<file path="config.mk">
export PLATFORM = sky130hd
export DESIGN_NAME = shift_operand_stage
export DESIGN_NICKNAME = d
export VERILOG_FILES = /design/src/rtl/shift_pkg.sv /design/src/rtl/shift_decode.sv /design/src/rtl/shift_operand_stage.sv
export SDC_FILE = /design/constraint.sdc
export NUM_CORES = 1
export LEC_CHECK = 0
export ABC_CLOCK_PERIOD_IN_PS = 1800
export CELL_PAD_IN_SITES_DETAIL_PLACEMENT = 0
export CELL_PAD_IN_SITES_GLOBAL_PLACEMENT = 1
export CORE_AREA = 2 2 112 135
export DETAILED_ROUTE_END_ITERATION = 10
export DIE_AREA = 0 0 114 137
export PLACE_DENSITY_LB_ADDON = 0.25
export SETUP_SLACK_MARGIN = 0.05
export SYNTH_ARGS = -nofsm -noshare
export SYNTH_HDL_FRONTEND = slang
export SYNTH_SLANG_ARGS = --single-unit
</file>
<file path="constraint.sdc">
create_clock -name clk -period 1.8 [get_ports clk]
set_clock_uncertainty 0.1 [all_clocks]
set_input_delay 0.54 -clock clk [delete_from_list [all_inputs] [get_ports clk]]
set_output_delay 0.54 -clock clk [all_outputs]
set_load 0.03 [all_outputs]
</file>
<file path="src/rtl/shift_pkg.sv">
// rtl/shift_pkg.sv - shared types and constants for the shift operand stage
package shift_pkg;

    localparam int SH_N    = 32;
    localparam int SHAMT_W = $clog2(SH_N);

    localparam logic [2:0] FUNCT3_SLL = 3'b001;
    localparam logic [2:0] FUNCT3_SRX = 3'b101;

    typedef enum logic [1:0] {
        SH_NONE = 2'd0,
        SH_SLL  = 2'd1,
        SH_SRL  = 2'd2,
        SH_SRA  = 2'd3
    } shift_op_t;

    typedef enum logic [1:0] {
        ST_EMPTY = 2'd0,
        ST_ONE   = 2'd1,
        ST_TWO   = 2'd2
    } stage_state_t;

    typedef struct packed {
        logic [SH_N-1:0]    sh_in;
        logic [SHAMT_W-1:0] sh_amt;
        shift_op_t          sh_op;
        logic               illegal;
    } shift_req_t;

endpackage

</file>
<file path="src/rtl/shift_decode.sv">
// rtl/shift_decode.sv - combinational shift op decode and shift amount select
module shift_decode
    import shift_pkg::*;
(
    input  logic [SH_N-1:0]    rs1,
    input  logic [SHAMT_W-1:0] rs2_low,
    input  logic [SHAMT_W-1:0] imm_shamt,
    input  logic               use_imm,
    input  logic [2:0]         funct3,
    input  logic               funct7b5,
    output shift_req_t         req
);

    always_comb begin
        req.sh_in   = rs1;
        req.sh_amt  = use_imm ? imm_shamt : rs2_low;
        req.sh_op   = SH_NONE;
        req.illegal = 1'b0;
        if (funct3 == FUNCT3_SLL) begin
            req.sh_op = SH_SLL;
        end else if (funct3 == FUNCT3_SRX) begin
            req.sh_op = funct7b5 ? SH_SRA : SH_SRL;
        end else begin
            // Non-shift ops still flow through so ordering is preserved downstream.
            req.illegal = 1'b1;
            req.sh_amt  = '0;
        end
    end

endmodule

</file>
<file path="src/rtl/shift_operand_stage.sv">
// rtl/shift_operand_stage.sv - two-entry skid-buffered issue stage feeding the shifters
module shift_operand_stage
    import shift_pkg::*;
#(
    parameter int N = SH_N
) (
    input  logic                 clk,
    input  logic                 rst,
    input  logic                 in_valid,
    output logic                 in_ready,
    input  logic [N-1:0]         rs1,
    input  logic [N-1:0]         rs2,
    input  logic [$clog2(N)-1:0] imm_shamt,
    input  logic                 use_imm,
    input  logic [2:0]           funct3,
    input  logic                 funct7b5,
    output logic                 out_valid,
    input  logic                 out_ready,
    output logic [N-1:0]         sh_in,
    output logic [$clog2(N)-1:0] sh_amt,
    output logic [1:0]           sh_op,
    output logic                 illegal,
    output logic [15:0]          issued_count
);

    stage_state_t state_q, state_d;
    shift_req_t   main_q, skid_q, dec_req;
    logic         in_ready_q;
    logic [15:0]  count_q;
    logic         accept, issue;
    logic         load_main, load_skid, pop_skid;
    logic         unused_rs2_high;

    assign unused_rs2_high = ^rs2[N-1:$clog2(N)];

    shift_decode u_decode (
        .rs1       (rs1),
        .rs2_low   (rs2[$clog2(N)-1:0]),
        .imm_shamt (imm_shamt),
        .use_imm   (use_imm),
        .funct3    (funct3),
        .funct7b5  (funct7b5),
        .req       (dec_req)
    );

    assign in_ready  = in_ready_q & ~rst;
    assign out_valid = (state_q != ST_EMPTY);
    assign accept    = in_valid & in_ready;
    assign issue     = out_valid & out_ready;

    always_comb begin
        state_d   = state_q;
        load_main = 1'b0;
        load_skid = 1'b0;
        pop_skid  = 1'b0;
        case (state_q)
            ST_EMPTY: begin
                if (accept) begin
                    load_main = 1'b1;
                    state_d   = ST_ONE;
                end
            end
            ST_ONE: begin
                if (accept && issue) begin
                    load_main = 1'b1;
                end else if (accept) begin
                    load_skid = 1'b1;
                    state_d   = ST_TWO;
                end else if (issue) begin
                    state_d = ST_EMPTY;
                end
            end
            ST_TWO: begin
                if (issue) begin
                    pop_skid = 1'b1;
                    state_d  = ST_ONE;
                end
            end
            default: state_d = ST_EMPTY;
        endcase
    end

    // in_ready is registered from the next state, so out_ready never reaches it combinationally.
    always_ff @(posedge clk) begin
        if (rst) begin
            state_q    <= ST_EMPTY;
            in_ready_q <= 1'b1;
            main_q     <= '0;
            skid_q     <= '0;
            count_q    <= '0;
        end else begin
            state_q    <= state_d;
            in_ready_q <= (state_d != ST_TWO);
            if (load_main) begin
                main_q <= dec_req;
            end else if (pop_skid) begin
                main_q <= skid_q;
            end
            if (load_skid) begin
                skid_q <= dec_req;
            end
            if (issue) begin
                count_q <= count_q + 16'd1;
            end
        end
    end

    assign sh_in        = main_q.sh_in;
    assign sh_amt       = main_q.sh_amt;
    assign sh_op        = main_q.sh_op;
    assign illegal      = main_q.illegal;
    assign issued_count = count_q;

endmodule

</file>
==> results of run 1 <==
flip-flops by register name, summed over array words and instances, names as in the netlist:
register / count
skid_q: 40
sh_in: 32
issued_count: 16
sh_amt: 5
sh_op: 2
state_q: 2
illegal: 1
in_ready_q: 1
cells in the final DEF, fill, tap and decap left out, drive strengths merged, types with 2 or more instances in the layout:
cell and instances:
xor2 6, nand2 161, xnor2 3, nand4 4, clkdlybuf4s50 47, inv 4, or2 3, clkbuf 43
and4 2, or4 6, dfxtp 99, nor2 56, nand3 8, o21a 2, a311oi 38, mux2i 7
nor3 2, o21ai 3, buf 53, clkdlybuf4s15 33, o31ai 4, nor2b 3, or3 3, a21oi 49
tightest hold or removal path, cell delays in order, from the launching register on:
cell,delay (ps)
dfxtp_1,310
nand2_1,50
a21oi_1,50
power by group:
group	switching [W]	leakage [nW]	internal, W	total, W
clock network	0.000883	0.152	0.00117	0.00205
registers	0.0000590	0.811	0.00227	0.00233
logic	0.000502	1.42	0.000433	0.000935
total	0.00144	2.38	0.00387	0.00532
path summary, 6_finish.rpt:
path / startpoint / endpoint / slack (ps) / depth (start not counted)
setup / recovery: state_q[0] / skid_q[14] / -10 / 6
hold / removal: skid_q[16] / skid_q[16] / 350 / 2
setup reg to reg: state_q[0] / skid_q[14] / -10 / 6
hold reg to reg: skid_q[16] / skid_q[16] / 350 / 2
kinds of logic after synthesis:
group	share of synthesized area (%)
AOI/OAI and AO/OA	18.9
DFF	47.0
buffers and inverters	4.92
adders and majority gates	0.296
xor gates and xnor gates	1.87
muxes	1.66
and+or+nand+nor	25.3
repair_timing:
item	in CTS	in global routing
setup buffers	2	2
pin swaps	3	27
resized for setup	111	133
endpoints found under the setup margin	143	111
gates cloned	1	14
cell type report:
cell class / count / share of cell area [%]
clock buffers: 11 / 3.80
clock inverters: 5 / 0.861
inverters: 2 / 0.112
multi-input cells: 371 / 36.3
flip-flops and latches: 99 / 30.0
well taps: 175 / 3.28
repair buffers: 165 / 25.7
per-stage QoR:
step                hold WS [ps]  worst slack, ps
finish                       354            -9.54
global route                 374            -67.0
CTS                          357             2.47
detailed placement           347             -651
global placement             342             -610
floorplan                    336             6.62
per-layer routing:
layer | vias up | global-route usage [%] | part of all wire, %
met2 | 86 | 26.7 | 49
met1 | 1975 | 19.1 | 45
li1 | 2037 | - | -
met4 | 0 | 6.10 | 1.6
met3 | 16 | 4.38 | 4.5
met5 | - | 0 | 0
==> flow_summary.yaml, run 1 <==
outcome:
  status: "complete, but fails checks"
  violations: "negative setup slack"
placed_design:
  place.gp.congestion: 0.758
  dp_hpwl_um: 7840
  portBuffers: 108
  dp_cells: 793
  postPlaceCellArea_mm2: 0.00576
critical_path:
  cp.required_ps: 1900
  crit_family: "simple AND/OR/NAND/NOR gates"
  max_stage_delay_ps: 580
  cp_slowest_cell: "or4b_4"
  cp_max_fo: 12
  crit_type: "register to register"
  critPathLaunchType: "register"
  path_cells: "buf_6, nor2b_4, or4b_4, clkbuf_16, nand2_1, a21oi_1"
  crit_buf_inv: 2
  worstPathArrival_ps: 1910
  cp-end-kind: "register"
final_layout:
  fill_cells: 1397
  n_antenna_cell: 0
  fin_util_pct: 46.7
  areaGrowthSynthToFinish_pct: 58.3
  drive_above_1_share_pct: 32.9
  final_area_mm2: 0.00668
  fin_nets: 727
  multi_input_area_mm2: 0.00242
  seqCellArea_mm2: 0.00200
  finalNonFillerCells: 828
power:
  vdd_drop_max_v: 0.000454
  p_per_area_mw_per_mm2: 796
  p_total_w: 0.00532
  leakagePower_nw: 2.38
yosys:
  synth_area_per_cell_um2: 8.23
  synth-edff-count: 0
  synth_area_leaders: "dfxtp_1, nand2_1, a311oi_2"
  ys_ff_latch: 99
  synthFlopType: "dfxtp_1"
  synth_cell_types: 43
  syn_area_mm2: 0.00422
  yosysSeqAreaShare_pct: 47.0
  synth_nets: 592
  synth.most_common_cell: "nand2_1"
  yosysTopAreaCellShare_pct: 47.0
  async_flop_share_pct: 0
  yosysWarnings: 0
  yosys-top-cells-count: "nand2_1, dfxtp_1, nor2_1, a21oi_1, clkbuf_1"
  yosys.area.top_type: "dfxtp_1"
  synthCells: 513
clock_network:
  clock-sinks: 99
  tritoncts: "yes"
  root_buffer: "clkbuf_16"
  clk_pin_slew_ps: 70
  clk_latency_ps: 350
  cts.path.max_buffers: 2
  numCtsBuffers: 9
  cts_hold_buf: 0
  ctsHtreeMaxLevel: 3
die:
  start_util_pct: 29.5
  die_h_um: 137
  die_w_um: 114
  core_area_mm2: 0.0143
  boundaryPins: 136
  die-area_mm2: 0.0156
  num_rows: 48
timing:
  setup_violations: 5
  min_period_ps: 1810
  layout_setup_ws_ps: -9.54
  rsz0062_at_grt: "yes"
  drv_slew: 0
  tns_ps: -23.8
  relSlewSlack_pct: 48.6
  fmax_ghz: 0.553
  fin_crit_sh_pct: 101
  tightest_slew_ps: 771
  finalHoldViolCount: 0
run:
  max-cap-violations: 0
grt:
  grt_pass1_wl_um: 19400
  antenna_found_initial: 0
  grt_use_total_pct: 15.8
  first_global_vias: 3892
  overflow: 0
  grt_max_degree: 57
detailed_routing:
  viasPerCell: 4.97
  vias: 4114
  drt_first_pass_iters: 4
  drt_wl_total_um: 13800
  drc: 0
  wire_per_inst_um: 16.7
  drt.antenna.violating_nets: 0
  drtIter0Drc: 169
min_path:
  hp-class: "register to register"
No activity file was read; power rests on OpenSTA's default activity.
==> run 2: changes to the inputs <==
--- a/config.mk
+++ b/config.mk
@@ -5,7 +5,6 @@
 export SDC_FILE = /design/constraint.sdc
 export NUM_CORES = 1
 export LEC_CHECK = 0
-export ABC_CLOCK_PERIOD_IN_PS = 1800
 export CELL_PAD_IN_SITES_DETAIL_PLACEMENT = 0
 export CELL_PAD_IN_SITES_GLOBAL_PLACEMENT = 1
 export CORE_AREA = 2 2 112 135
==> results of run 2 <==
Final layout, timing and power as in run 1 (identical DEF).
